==> config.mk <==
export PLATFORM = sky130hd
export DESIGN_NAME = mult_booth_seq_flat
export DESIGN_NICKNAME = d
export VERILOG_FILES = /design/src/rtl/mult_booth_seq_if.sv /design/src/rtl/mult_booth_seq.sv /design/src/flat_wrapper.sv
export SDC_FILE = /design/constraint.sdc
export NUM_CORES = 1
export LEC_CHECK = 0
export BUFFER_PORTS_ARGS = -buffer_cell sky130_fd_sc_hd__buf_2
export CORE_ASPECT_RATIO = 0.5
export CORE_MARGIN = 2
export CORE_UTILIZATION = 55
export CTS_BUF_LIST = sky130_fd_sc_hd__clkbuf_4
export CTS_CLUSTER_DIAMETER = 200
export DETAILED_ROUTE_END_ITERATION = 8
export PLACE_DENSITY = 0.82
export SYNTH_ARGS = -nofsm -noshare
export SYNTH_HDL_FRONTEND = slang
export SYNTH_SLANG_ARGS = --single-unit
==> constraint.sdc <==
create_clock -name clock -period 9.6 [get_ports clock]
set_input_delay 1.92 -clock clock [delete_from_list [all_inputs] [get_ports clock]]
set_output_delay 1.92 -clock clock [all_outputs]
set_load 0.02 [all_outputs]
==> src/rtl/mult_booth_seq_if.sv <==
// Bus between a requester and the sequential radix-4 Booth multiplier.
// Operand inputs and product outputs are grouped here; clock and reset stay plain ports.
interface mult_booth_seq_if #(
  parameter int WIDTH = 32
);
  // Handshake: start is sampled on a rising clock edge whenever the multiplier
  // is not busy (IDLE or DONE). The operands and is_signed are captured on that
  // same edge and are ignored afterwards. While busy=1, start and the operands
  // are ignored. ready is high for exactly one cycle when result/overflow are
  // newly valid. result/overflow then hold until the next completion or a reset.
  logic                   start;
  logic                   is_signed;
  logic [WIDTH-1:0]       multiplicand;
  logic [WIDTH-1:0]       multiplier;
  logic [2*WIDTH-1:0]     result;
  logic                   overflow;
  logic                   busy;
  logic                   ready;

  modport master (
    output start, is_signed, multiplicand, multiplier,
    input  result, overflow, busy, ready
  );

  modport slave (
    input  start, is_signed, multiplicand, multiplier,
    output result, overflow, busy, ready
  );
endinterface

==> src/rtl/mult_booth_seq.sv <==
// Sequential radix-4 Booth multiplier, signed or unsigned, WIDTH/2+1 steps per product.
// The FSM state is exported on state_dbg (0 = IDLE, 1 = RUN, 2 = DONE).
module mult_booth_seq #(
  parameter int WIDTH = 32
) (
  input  logic                  clock,
  input  logic                  resetn,
  mult_booth_seq_if.slave       bus,
  output logic [1:0]            state_dbg
);
  localparam int N  = WIDTH / 2 + 1;
  localparam int CW = $clog2(N + 1);
  localparam int XW = WIDTH + 2;
  localparam int AW = WIDTH + 4;

  typedef enum logic [1:0] {
    IDLE = 2'd0,
    RUN  = 2'd1,
    DONE = 2'd2
  } state_t;

  state_t             state;
  state_t             state_nxt;
  logic [CW-1:0]      count;
  logic [XW-1:0]      m_reg;
  logic [XW-1:0]      q_reg;
  logic               q_m1;
  logic [AW-1:0]      acc;
  logic               signed_reg;
  logic [2*WIDTH-1:0] result_q;
  logic               overflow_q;

  logic               start_op;
  logic               last_step;
  logic [AW-1:0]      m_a;
  logic [AW-1:0]      m2_a;
  logic [AW-1:0]      addend;
  logic [AW-1:0]      sum;
  logic [AW-1:0]      acc_shift;
  logic [XW-1:0]      q_shift;
  logic [2*WIDTH-1:0] prod_lo;
  logic               ov_nxt;

  assign start_op  = (state != RUN) && bus.start;
  assign last_step = (count == CW'(N - 1));

  always_ff @(posedge clock or negedge resetn) begin
    if (!resetn) begin
      state <= IDLE;
    end else begin
      state <= state_nxt;
    end
  end

  always_comb begin
    state_nxt = state;
    case (state)
      IDLE:    if (bus.start) state_nxt = RUN;
      RUN:     if (last_step) state_nxt = DONE;
      DONE:    state_nxt = bus.start ? RUN : IDLE;
      default: state_nxt = IDLE;
    endcase
  end

  // Booth recoding of {Q1,Q0,Q-1}; the accumulator is two bits wider than the
  // extended multiplicand so that +/-2M never wraps.
  always_comb begin
    m_a    = {{(AW - XW){m_reg[XW-1]}}, m_reg};
    m2_a   = {m_a[AW-2:0], 1'b0};
    addend = '0;
    case ({q_reg[1:0], q_m1})
      3'b001, 3'b010: addend = m_a;
      3'b011:         addend = m2_a;
      3'b100:         addend = -m2_a;
      3'b101, 3'b110: addend = -m_a;
      default:        addend = '0;
    endcase
    sum       = acc + addend;
    acc_shift = {{2{sum[AW-1]}}, sum[AW-1:2]};
    q_shift   = {sum[1:0], q_reg[XW-1:2]};
    prod_lo   = {acc_shift[WIDTH-3:0], q_shift};
    if (signed_reg) begin
      ov_nxt = !((&prod_lo[2*WIDTH-1:WIDTH-1]) || (~|prod_lo[2*WIDTH-1:WIDTH-1]));
    end else begin
      ov_nxt = |prod_lo[2*WIDTH-1:WIDTH];
    end
  end

  always_ff @(posedge clock or negedge resetn) begin
    if (!resetn) begin
      count      <= '0;
      m_reg      <= '0;
      q_reg      <= '0;
      q_m1       <= 1'b0;
      acc        <= '0;
      signed_reg <= 1'b0;
      result_q   <= '0;
      overflow_q <= 1'b0;
    end else if (start_op) begin
      m_reg      <= {{2{bus.multiplicand[WIDTH-1] & bus.is_signed}}, bus.multiplicand};
      q_reg      <= {{2{bus.multiplier[WIDTH-1] & bus.is_signed}}, bus.multiplier};
      q_m1       <= 1'b0;
      acc        <= '0;
      count      <= '0;
      signed_reg <= bus.is_signed;
    end else if (state == RUN) begin
      acc   <= acc_shift;
      q_reg <= q_shift;
      q_m1  <= q_reg[1];
      count <= count + CW'(1);
      if (last_step) begin
        result_q   <= prod_lo;
        overflow_q <= ov_nxt;
      end
    end
  end

  assign bus.result   = result_q;
  assign bus.overflow = overflow_q;
  assign bus.busy     = (state == RUN);
  assign bus.ready    = (state == DONE);
  assign state_dbg    = state;
endmodule

==> src/flat_wrapper.sv <==
// flat-port wrapper written by rule: the top's interface ports become plain ports
module mult_booth_seq_flat 
#(
  parameter int WIDTH = 32
)
  (clock, resetn, state_dbg, bus_start, bus_is_signed, bus_multiplicand, bus_multiplier, bus_result, bus_overflow, bus_busy, bus_ready);
  mult_booth_seq_if #(.WIDTH(WIDTH)) bus_i ();
  input  logic clock;
  input  logic resetn;
  output logic [1:0] state_dbg;
  input wire logic [$bits(bus_i.start)-1:0] bus_start;
  input wire logic [$bits(bus_i.is_signed)-1:0] bus_is_signed;
  input wire logic [$bits(bus_i.multiplicand)-1:0] bus_multiplicand;
  input wire logic [$bits(bus_i.multiplier)-1:0] bus_multiplier;
  output wire logic [$bits(bus_i.result)-1:0] bus_result;
  output wire logic [$bits(bus_i.overflow)-1:0] bus_overflow;
  output wire logic [$bits(bus_i.busy)-1:0] bus_busy;
  output wire logic [$bits(bus_i.ready)-1:0] bus_ready;
  assign bus_i.start = bus_start;
  assign bus_i.is_signed = bus_is_signed;
  assign bus_i.multiplicand = bus_multiplicand;
  assign bus_i.multiplier = bus_multiplier;
  assign bus_result = bus_i.result;
  assign bus_overflow = bus_i.overflow;
  assign bus_busy = bus_i.busy;
  assign bus_ready = bus_i.ready;
  mult_booth_seq #(.WIDTH(WIDTH)) u_core (.clock(clock), .resetn(resetn), .bus(bus_i), .state_dbg(state_dbg));
endmodule
Yosys cells after proc, flatten, opt, wreduce, memory -nomap -nowiden:

Cells that the tools add are included.

* flip-flop bits (word level): 177
* word-level logic and storage cells: 55
* output and inout port bits: 69
* bits of input ports: 68

* reductions and logical operators: 13
* equality and inequality tests: 12
* mux-type cells: 14
* bitwise operators: 3
* add/sub/neg operators: 4

Operators with widths (number)
* 36-bit one-hot mux with 4 select lines: 1
* 36-bit two-way mux: 2
* 36-bit negation: 2
* 34-bit two-way mux: 2
* 36-bit adder: 1
* 33-bit AND reduction: 1
* 33-bit OR reduction: 1
* 32-bit OR reduction: 1
* 5-bit two-way mux: 2
* 3-bit equality test (second input constant): 3
* 3-bit by 2-bit equality test with 1-bit output (second input constant): 2
* 2-bit one-hot mux with 3 select lines: 1
* 5-bit by 1-bit adder with 5-bit output (second input constant): 1
* 5-bit equality test (second input constant): 1
* 1-bit two-way mux: 4
* 2-bit two-way mux: 2
* 2-bit by 1-bit != test with 1-bit output (second input constant): 2
* 2-bit OR reduction: 2
* 3-bit by 1-bit equality test with 1-bit output (second input constant): 1
* 3-bit AND reduction: 1
* 1-bit bitwise AND: 2
* 2-bit by 1-bit equality test with 1-bit output (second input constant): 1
* 2-bit equality test (second input constant): 1
* 1-bit zero test: 2
* other kinds (7): 7

Logic depth before layout (Yosys ltp):

Gate-level depths: netlist of the first run.

* depth in word-level cells: 9
* gate-level depth with buffers: 23
* gate-level depth less buffers: 22

Worst setup path after synthesis of the first run:

No wires, ideal clock.

* path kind: reg2reg
* start: register u_core.m_reg[0]
* end: register u_core.overflow_q (netlist: u_core.bus.overflow)
* data required time: 9.469 ns
* data arrival time: 4.662 ns
* period minus slack after synthesis: 4.793 ns
* library setup time: 0.131 ns
* slack: 4.807 ns
* stages on the path, launching flop included: 24
* path buffers: 1
* path through: dfrtp_1 > inv_1 > ha_1 > or4b_4 > nand3b_4 > nor3_2 > nand2b_1 > or3_1 > nor2_1 > nor2_1 > o221ai_1 > o22ai_1 > ha_1 > clkbuf_1 > nand2_1 > o21ai_0 > a211o_1 > o2111ai_1 > and2_1 > and3_1 > nor4_1 > nand4_1 > o41ai_1 > nand2_1

* cells in the longest elaborated chain, start to end: 8
* elaborated cells between the ends (all ways): 11
* classes of those cells: add/sub: 3; mux: 2; reduce/logical: 6

RTL lines
* from (decl): line mult_booth_seq.sv:25 `logic [XW-1:0] m_reg;`
* from (signal assigned): line mult_booth_seq.sv:100 `m_reg <= {{2{bus.multiplicand[WIDTH-1] & bus.is_signed}}, bus.multiplicand};`
* 36-bit negation, on equally long branches: line mult_booth_seq.sv:75, mult_booth_seq.sv:74
* 36-bit one-hot mux with 4 select lines (*): line mult_booth_seq.sv:71 `case ({q_reg[1:0], q_m1})`
* 36-bit adder (*): line mult_booth_seq.sv:78 `sum = acc + addend;`
* 33-bit OR reduction: line mult_booth_seq.sv:83 `ov_nxt = !((&prod_lo[2*WIDTH-1:WIDTH-1]) || (~|prod_lo[2*WIDTH-1:WIDTH-1]));`
* 1-bit zero test: line mult_booth_seq.sv:83
* 1-bit logical OR: line mult_booth_seq.sv:83
* 1-bit zero test: line mult_booth_seq.sv:83
* 1-bit two-way mux (*): line mult_booth_seq.sv:82 `if (signed_reg) begin`
* to (signal assigned): line mult_booth_seq.sv:113 `overflow_q <= ov_nxt;`
* to (decl): line mult_booth_seq.sv:31 `logic overflow_q;`

Mark *: on every way between the ends. The rest lies on a longest branch, timed or not.
A chain may end at the register's enable or synchronous reset.

Worst setup path after layout of the first run:

Same ends and word-level chain as after synthesis.

==> results.py, run 1 <==
metrics = {
    "min_path": {
        "min_path_cells": 2,
        "hold_class": "reg2reg",
        "min_to": "u_core.bus.result[3]$_DFFE_PN0P_",
        "min_from": "u_core.bus.result[3]$_DFFE_PN0P_",
    },
    "die": {
        "die_h_um": 105.2,
        "die-area_mm2": 0.02171,
        "row_count": 36,
        "start_util_pct": 56.97,
        "fp.coreArea_mm2": 0.01977,
        "pin_count": 137,
        "die_w_um": 206.4,
    },
    "clock_network": {
        "clockBufferDepth": 2,
        "ctsHoldBuffers": 0,
        "cts_max_level": 4,
        "tritoncts": "built",
        "cts_setup_buffers": 0,
        "clkLatencyLatePin_ns": 0.65,
        "ctsResizeCount": 0,
        "cts_sinks": 175,
        "cts_buffers": 17,
        "root_buffer": "clkbuf_4",
        "clk_pin_slew_ns": 0.17,
    },
    "finish": {
        "drive_gt1_share_pct": 16.92,
        "area_growth_pct": 9.686,
        "register_area_mm2": 0.004380,
        "multi_input_area_mm2": 0.006467,
        "fillers": 1732,
        "design_area_mm2": 0.01236,
        "largest_reg_flops": 64,
        "fin_nets": 1518,
    },
    "synth": {
        "ys_ff_latch": 175,
        "synth.largest_area_cell": "dfrtp_1",
        "synth_edf_count": 0,
        "synth-seq-area-share_pct": 38.88,
        "netlist_instances": 1333,
        "syn-num-nets": 1440,
        "synth_warnings": 0,
        "avgSynthCellArea_um2": 8.451,
        "ys.flop_type": "dfrtp_1",
        "async_flop_share_pct": 100.0,
        "yosysMostFrequentCell": "nand2_1",
        "synthTopCellsByCount": "nand2_1, dfrtp_1, o21ai_0",
        "synth.distinct_cells": 69,
        "syn-cell-area_mm2": 0.01126,
        "synth_area_leaders": "dfrtp_1, nand2_1, o21ai_0",
        "synth.top_cell.area_share_pct": 38.88,
    },
    "global_routing": {
        "grt_pass1_wl_um": 49540,
        "grt_start_max_net_pins": 101,
        "antenna_found_initial": 3,
        "track_usage_pct": 28.86,
        "gr-total-overflow": 0,
        "grt_pass1_vias": 9727,
    },
    "timing": {
        "rsz0062_at_grt": "no",
        "holdWs_ns": 0.4893,
        "slew_viol_final": 0,
        "post-route-period-util_pct": 62.40,
        "fin_worst_skew_ns": 0.02659,
        "setup_viol": 0,
        "worstMarginPinSlew_ns": 1.228,
        "fin_tns_setup_ns": 0,
        "hold_viol_final": 0,
        "fmax_mhz": 166.9,
        "fin_crit_ns": 5.990,
        "slew_headroom_pct": 17.64,
    },
    "detailed_routing": {
        "drtPass1Iterations": 7,
        "post_drt_wl_per_cell_um": 18.09,
        "drc_errors": 0,
        "drt_iter0_markers": 890,
        "antenna_left": 0,
        "totalWireLength_um": 30630,
        "vias": 10260,
        "viasPerCell": 6.060,
    },
    "placed_design": {
        "place_area_mm2": 0.01205,
        "dp_hpwl_um": 21900,
        "gp_congestion": 0.9725,
        "placement.io_buffers": 136,
    },
    "setup_path": {
        "r2r_start": "u_core.m_reg[0]$_DFFE_PN0P_",
        "r2r_slack_ns": 3.61,
        "crit_fanout": 8,
        "cp.required_ns": 10.15,
        "worstRegToRegCells": 20,
        "r2r_end": "u_core.bus.overflow$_DFFE_PN0P_",
        "cp-end-kind": "register",
        "critPathLaunchType": "register",
        "path_class": "reg2reg",
        "cp.arrival_ns": 6.54,
    },
    "run": {
        "maxCapViolations": 0,
    },
    "outcome": {
        "status": "finished clean",
    },
}
[layout by cell type, fill, tap and decap left out, types with 29 or more instances in the layout]
cell type / instances
nor2_1: 61
a21oi_1: 65
nand3_1: 50
buf_2: 135
dfrtp_1: 174
ha_1: 38
mux2i_1: 41
o21ai_0: 163
mux2_2: 36
nand2_1: 263
xnor2_1: 40
xor2_1: 29
[worst max-delay path: stages (launching register included)]
cell,delay [ns]
dfrtp_1,0.46
inv_1,0.08
ha_1,0.19
or4b_4,0.49
nand3b_4,0.27
nor3_2,0.32
nand2b_1,0.15
or3_1,0.38
o21ai_0,0.24
a21boi_0,0.14
o22ai_1,0.30
ha_1,0.39
a21oi_1,0.21
o21ai_0,0.25
a211o_1,0.34
o2111ai_1,0.22
a41oi_1,0.32
o21a_1,0.25
o31ai_1,0.59
a41o_1,0.26
nand2_1,0.05
[routing by layer]
| metal | wire, um | global-route usage, % |
|---|---|---|
| met5 | 0 | 0 |
| met4 | 445 | 6.939 |
| met1 | 14170 | 40.24 |
| met2 | 13990 | 44.74 |
| met3 | 2013 | 7.580 |
[per-stage QoR]
stage,instances,setup slack [ns],util [%]
floorplan,1333,4.807,-
global placement,1658,3.933,60.93
detailed placement,1658,3.795,60.93
CTS,1690,3.748,62.45
global route,1692,3.378,62.47
finish,1693,3.610,62.48
[logic make-up (layout without fill, tap and decap cells)]
group / Yosys count / in the layout / share of synthesized area (%)
buffers and inverters: 112 / 203 / 3.799
multiplexers: 77 / 77 / 7.242
flip-flops: 175 / 175 / 38.88
adder cells (fa/ha/maj): 39 / 39 / 4.399
AND/OR/NAND/NOR: 496 / 496 / 20.73
XOR/XNOR: 69 / 69 / 5.365
AO/OA/AOI/OAI: 365 / 365 / 19.59
other: 0 / 3 / 0
[cell type report]
class	count	area share, %
clock buffer	17	1.033
antenna	3	0.06076
timing repair buffer	149	6.349
inverter	22	0.6684
clock inverter	15	1.397
tap	266	2.694
multi-input combinational	1046	52.34
sequential	175	35.45
[worst max-delay path by stage]
stage / start / to / slack, ns
2_1_floorplan: u_core.m_reg[0]$_DFFE_PN0P_ / u_core.bus.overflow$_DFFE_PN0P_ / 4.81
3_3_place_gp: u_core.m_reg[0]$_DFFE_PN0P_ / u_core.bus.overflow$_DFFE_PN0P_ / 3.93
3_5_place_dp: u_core.m_reg[0]$_DFFE_PN0P_ / u_core.bus.overflow$_DFFE_PN0P_ / 3.79
4_1_cts: u_core.m_reg[0]$_DFFE_PN0P_ / u_core.bus.overflow$_DFFE_PN0P_ / 3.75
5_1_grt: u_core.m_reg[0]$_DFFE_PN0P_ / u_core.bus.overflow$_DFFE_PN0P_ / 3.38
6_report: u_core.m_reg[0]$_DFFE_PN0P_ / u_core.bus.overflow$_DFFE_PN0P_ / 3.61
Power of run 1 is not shown: default switching activity piles up to over one toggle a cycle in this logic, so the estimate is an artifact.
==> inputs of run 2 (changes only) <==
--- a/config.mk
+++ b/config.mk
@@ -12,7 +12,7 @@
 export CTS_BUF_LIST = sky130_fd_sc_hd__clkbuf_4
 export CTS_CLUSTER_DIAMETER = 200
 export DETAILED_ROUTE_END_ITERATION = 8
-export PLACE_DENSITY = 0.82
+export PLACE_DENSITY = 0.85
 export SYNTH_ARGS = -nofsm -noshare
 export SYNTH_HDL_FRONTEND = slang
 export SYNTH_SLANG_ARGS = --single-unit
==> constraint.sdc (replaced) <==
create_clock -name clock -period 5.19 [get_ports clock]
set_input_delay 1.038 -clock clock [delete_from_list [all_inputs] [get_ports clock]]
set_output_delay 1.038 -clock clock [all_outputs]
set_load 0.02 [all_outputs]
==> run 2 against run 1 <==
  * Register-to-register slack worse by 3.5 ns
  * Worst setup slack worse by 3.5 ns
  * Cell count increased by 3.2%
  * Utilization up 3.4 points
  * Clock-buffer cell count is 1 higher
  * First-iteration DRC count grew 7.0%
  * Sequential share of layout area is 1.8 points lower
  * Critical endpoint unchanged
  * Largest cell class unchanged
==> results.py, run 2 (synthesized netlist as in run 1, its figures left out) <==
metrics = {
    "die": {
        "die_h_um": 105.2,
        "row_count": 36,
        "start_util_pct": 56.97,
        "pin_count": 137,
        "fp.coreArea_mm2": 0.01977,
        "die_w_um": 206.4,
        "die-area_mm2": 0.02171,
    },
    "finish": {
        "mostFrequentLayoutCells": "nand2_1, dfrtp_1, o21ai_0",
        "final_common_cell": "nand2_1",
        "final_util_pct": 65.86,
        "fin_nets": 1575,
        "fillers": 1650,
        "area_growth_pct": 15.61,
        "largest_reg_flops": 64,
        "drive_gt1_share_pct": 23.30,
    },
    "clock_network": {
        "root_buffer": "clkbuf_4",
        "cts_sinks": 175,
        "ctsHoldBuffers": 0,
        "clkLatencyLatePin_ns": 0.68,
        "clk_pin_slew_ns": 0.16,
        "cts_max_level": 4,
        "cts_buffers": 17,
        "clockBufferDepth": 2,
        "tritoncts": "built",
    },
    "timing": {
        "worstMarginPinSlew_ns": 0.9809,
        "fin_tns_setup_ns": 0,
        "post-route-period-util_pct": 97.43,
        "fin_worst_skew_ns": 0.04028,
        "slew_viol_final": 0,
        "fmax_mhz": 197.8,
        "setup_viol": 0,
        "hold_viol_final": 0,
        "fin_crit_ns": 5.057,
        "slew_headroom_pct": 34.60,
    },
    "global_routing": {
        "antenna_found_initial": 1,
        "grt_pass1_wl_um": 52120,
        "grt_start_max_net_pins": 109,
        "track_usage_pct": 30.58,
        "grt_pass1_vias": 10146,
        "gr-total-overflow": 0,
    },
    "setup_path": {
        "crit_chain": "inv_1 > ha_2 > or4b_4 > nand3b_4 > nor3_4 > nand2b_1 > or3_4 > or3_1 > a32oi_1 > o21ai_0 > ha_1 > nand2_1 > nor2_1 > a211o_1 > o2111ai_2 > a41oi_2 > o31ai_1 > o31ai_2 > o41ai_2 > nand2_1",
        "crit_fanout": 5,
        "critPathSlowestCell": "or4b_4",
        "path_class": "reg2reg",
        "critPathMaxStageDelay_ns": 0.49,
        "cp.arrival_ns": 5.62,
        "worstRegToRegCells": 20,
        "crit_path_frequent_cell": "nand2_1",
        "critPathLaunchType": "register",
        "cp.required_ns": 5.76,
        "cp-end-kind": "register",
    },
    "detailed_routing": {
        "vias": 10612,
        "drt_iter0_markers": 952,
        "antenna_left": 0,
        "post_drt_wl_per_cell_um": 18.68,
        "drtPass1Iterations": 5,
        "totalWireLength_um": 32650,
        "drc_errors": 0,
        "viasPerCell": 6.071,
    },
    "min_path": {
        "hold_class": "in2async",
    },
    "outcome": {
        "status": "finished clean",
    },
    "placed_design": {
        "gp_congestion": 0.9496,
        "placement.io_buffers": 136,
        "dp_hpwl_um": 23380,
    },
    "run": {
        "maxCapViolations": 0,
    },
}
-- run 2: cell types whose count changed in the layout (fill, tap and decap cells not counted), moves of 3 or more --
cell / delta
a21oi_2: +6
o21ai_0: -10
xnor2_2: +3
nor3_2: +3
o21ai_1: +7
ha_1: -7
buf_4: +51
ha_2: +6
xnor2_1: -3
o21ai_2: +3
buf_6: +4
a21oi_1: -6
nor3_1: -4
-- run 2: layer usage --
layer	track usage, %	routed length (um)	vias up
met3	8.983	2644	76
li1	-	-	5020
met5	0	0	-
met2	46.82	15010	399
met1	41.74	14180	5117
met4	9.337	809	0
-- run 2: layout make-up --
type	count	area (um^2)	share of cell area [%]
Antenna cell	1	2.502	0.01922
Tap cell	266	332.8	2.556
Clock buffer	18	135.1	1.038
Inverter	22	82.58	0.6341
Multi-Input combinational cell	1046	6716	51.58
Sequential cell	175	4379	33.63
Clock inverter	14	121.4	0.9320
Timing Repair Buffer	206	1252	9.618
-- run 2: final timing paths --
kind,start,endpoint,slack (ns)
setup / recovery,u_core.m_reg[0]$_DFFE_PN0P_,u_core.bus.overflow$_DFFE_PN0P_,0.13
hold / removal,resetn,u_core.count[2]$_DFFE_PN0P_,0.48
min in group clock,u_core.bus.result[31]$_DFFE_PN0P_,u_core.bus.result[31]$_DFFE_PN0P_,0.49
max in group asynchronous,resetn,u_core.acc[9]$_DFFE_PN0P_,3.64
hold reg to reg,u_core.bus.result[31]$_DFFE_PN0P_,u_core.bus.result[31]$_DFFE_PN0P_,0.49
setup reg to reg,u_core.m_reg[0]$_DFFE_PN0P_,u_core.bus.overflow$_DFFE_PN0P_,0.13
-- run 2: stage by stage --
step,setup WS (ns),cell area [um^2],hold slack [ns],instances
after floorplan,0.3965,11260,0.4430,1333
after detailed placement,0.1086,12390,0.4586,1701
after CTS,0.02321,12650,0.4960,1733
final,0.1332,13020,0.4831,1748
after global routing,-0.07891,13020,0.5231,1747
after global placement,0.1906,12390,0.4545,1701
-- run 2: what timing repair did --
item                                   4_1_cts  5_1_grt
buffers inserted                             0       14
endpoints found under the hold margin        0        0
resized for setup                            0       69
setup endpoints to repair                    0        9
-- run 2: worst max-delay path, delay by kind of cell (launching register included) --
family,cells,cell delay (ns)
AND/OR/NAND/NOR,9,1.96
adder cells (fa/ha/maj),2,0.57
buffers and inverters,1,0.08
AO/OA/AOI/OAI,8,1.89
flip-flops,1,0.45
Power of run 2 is left out for the same reason.
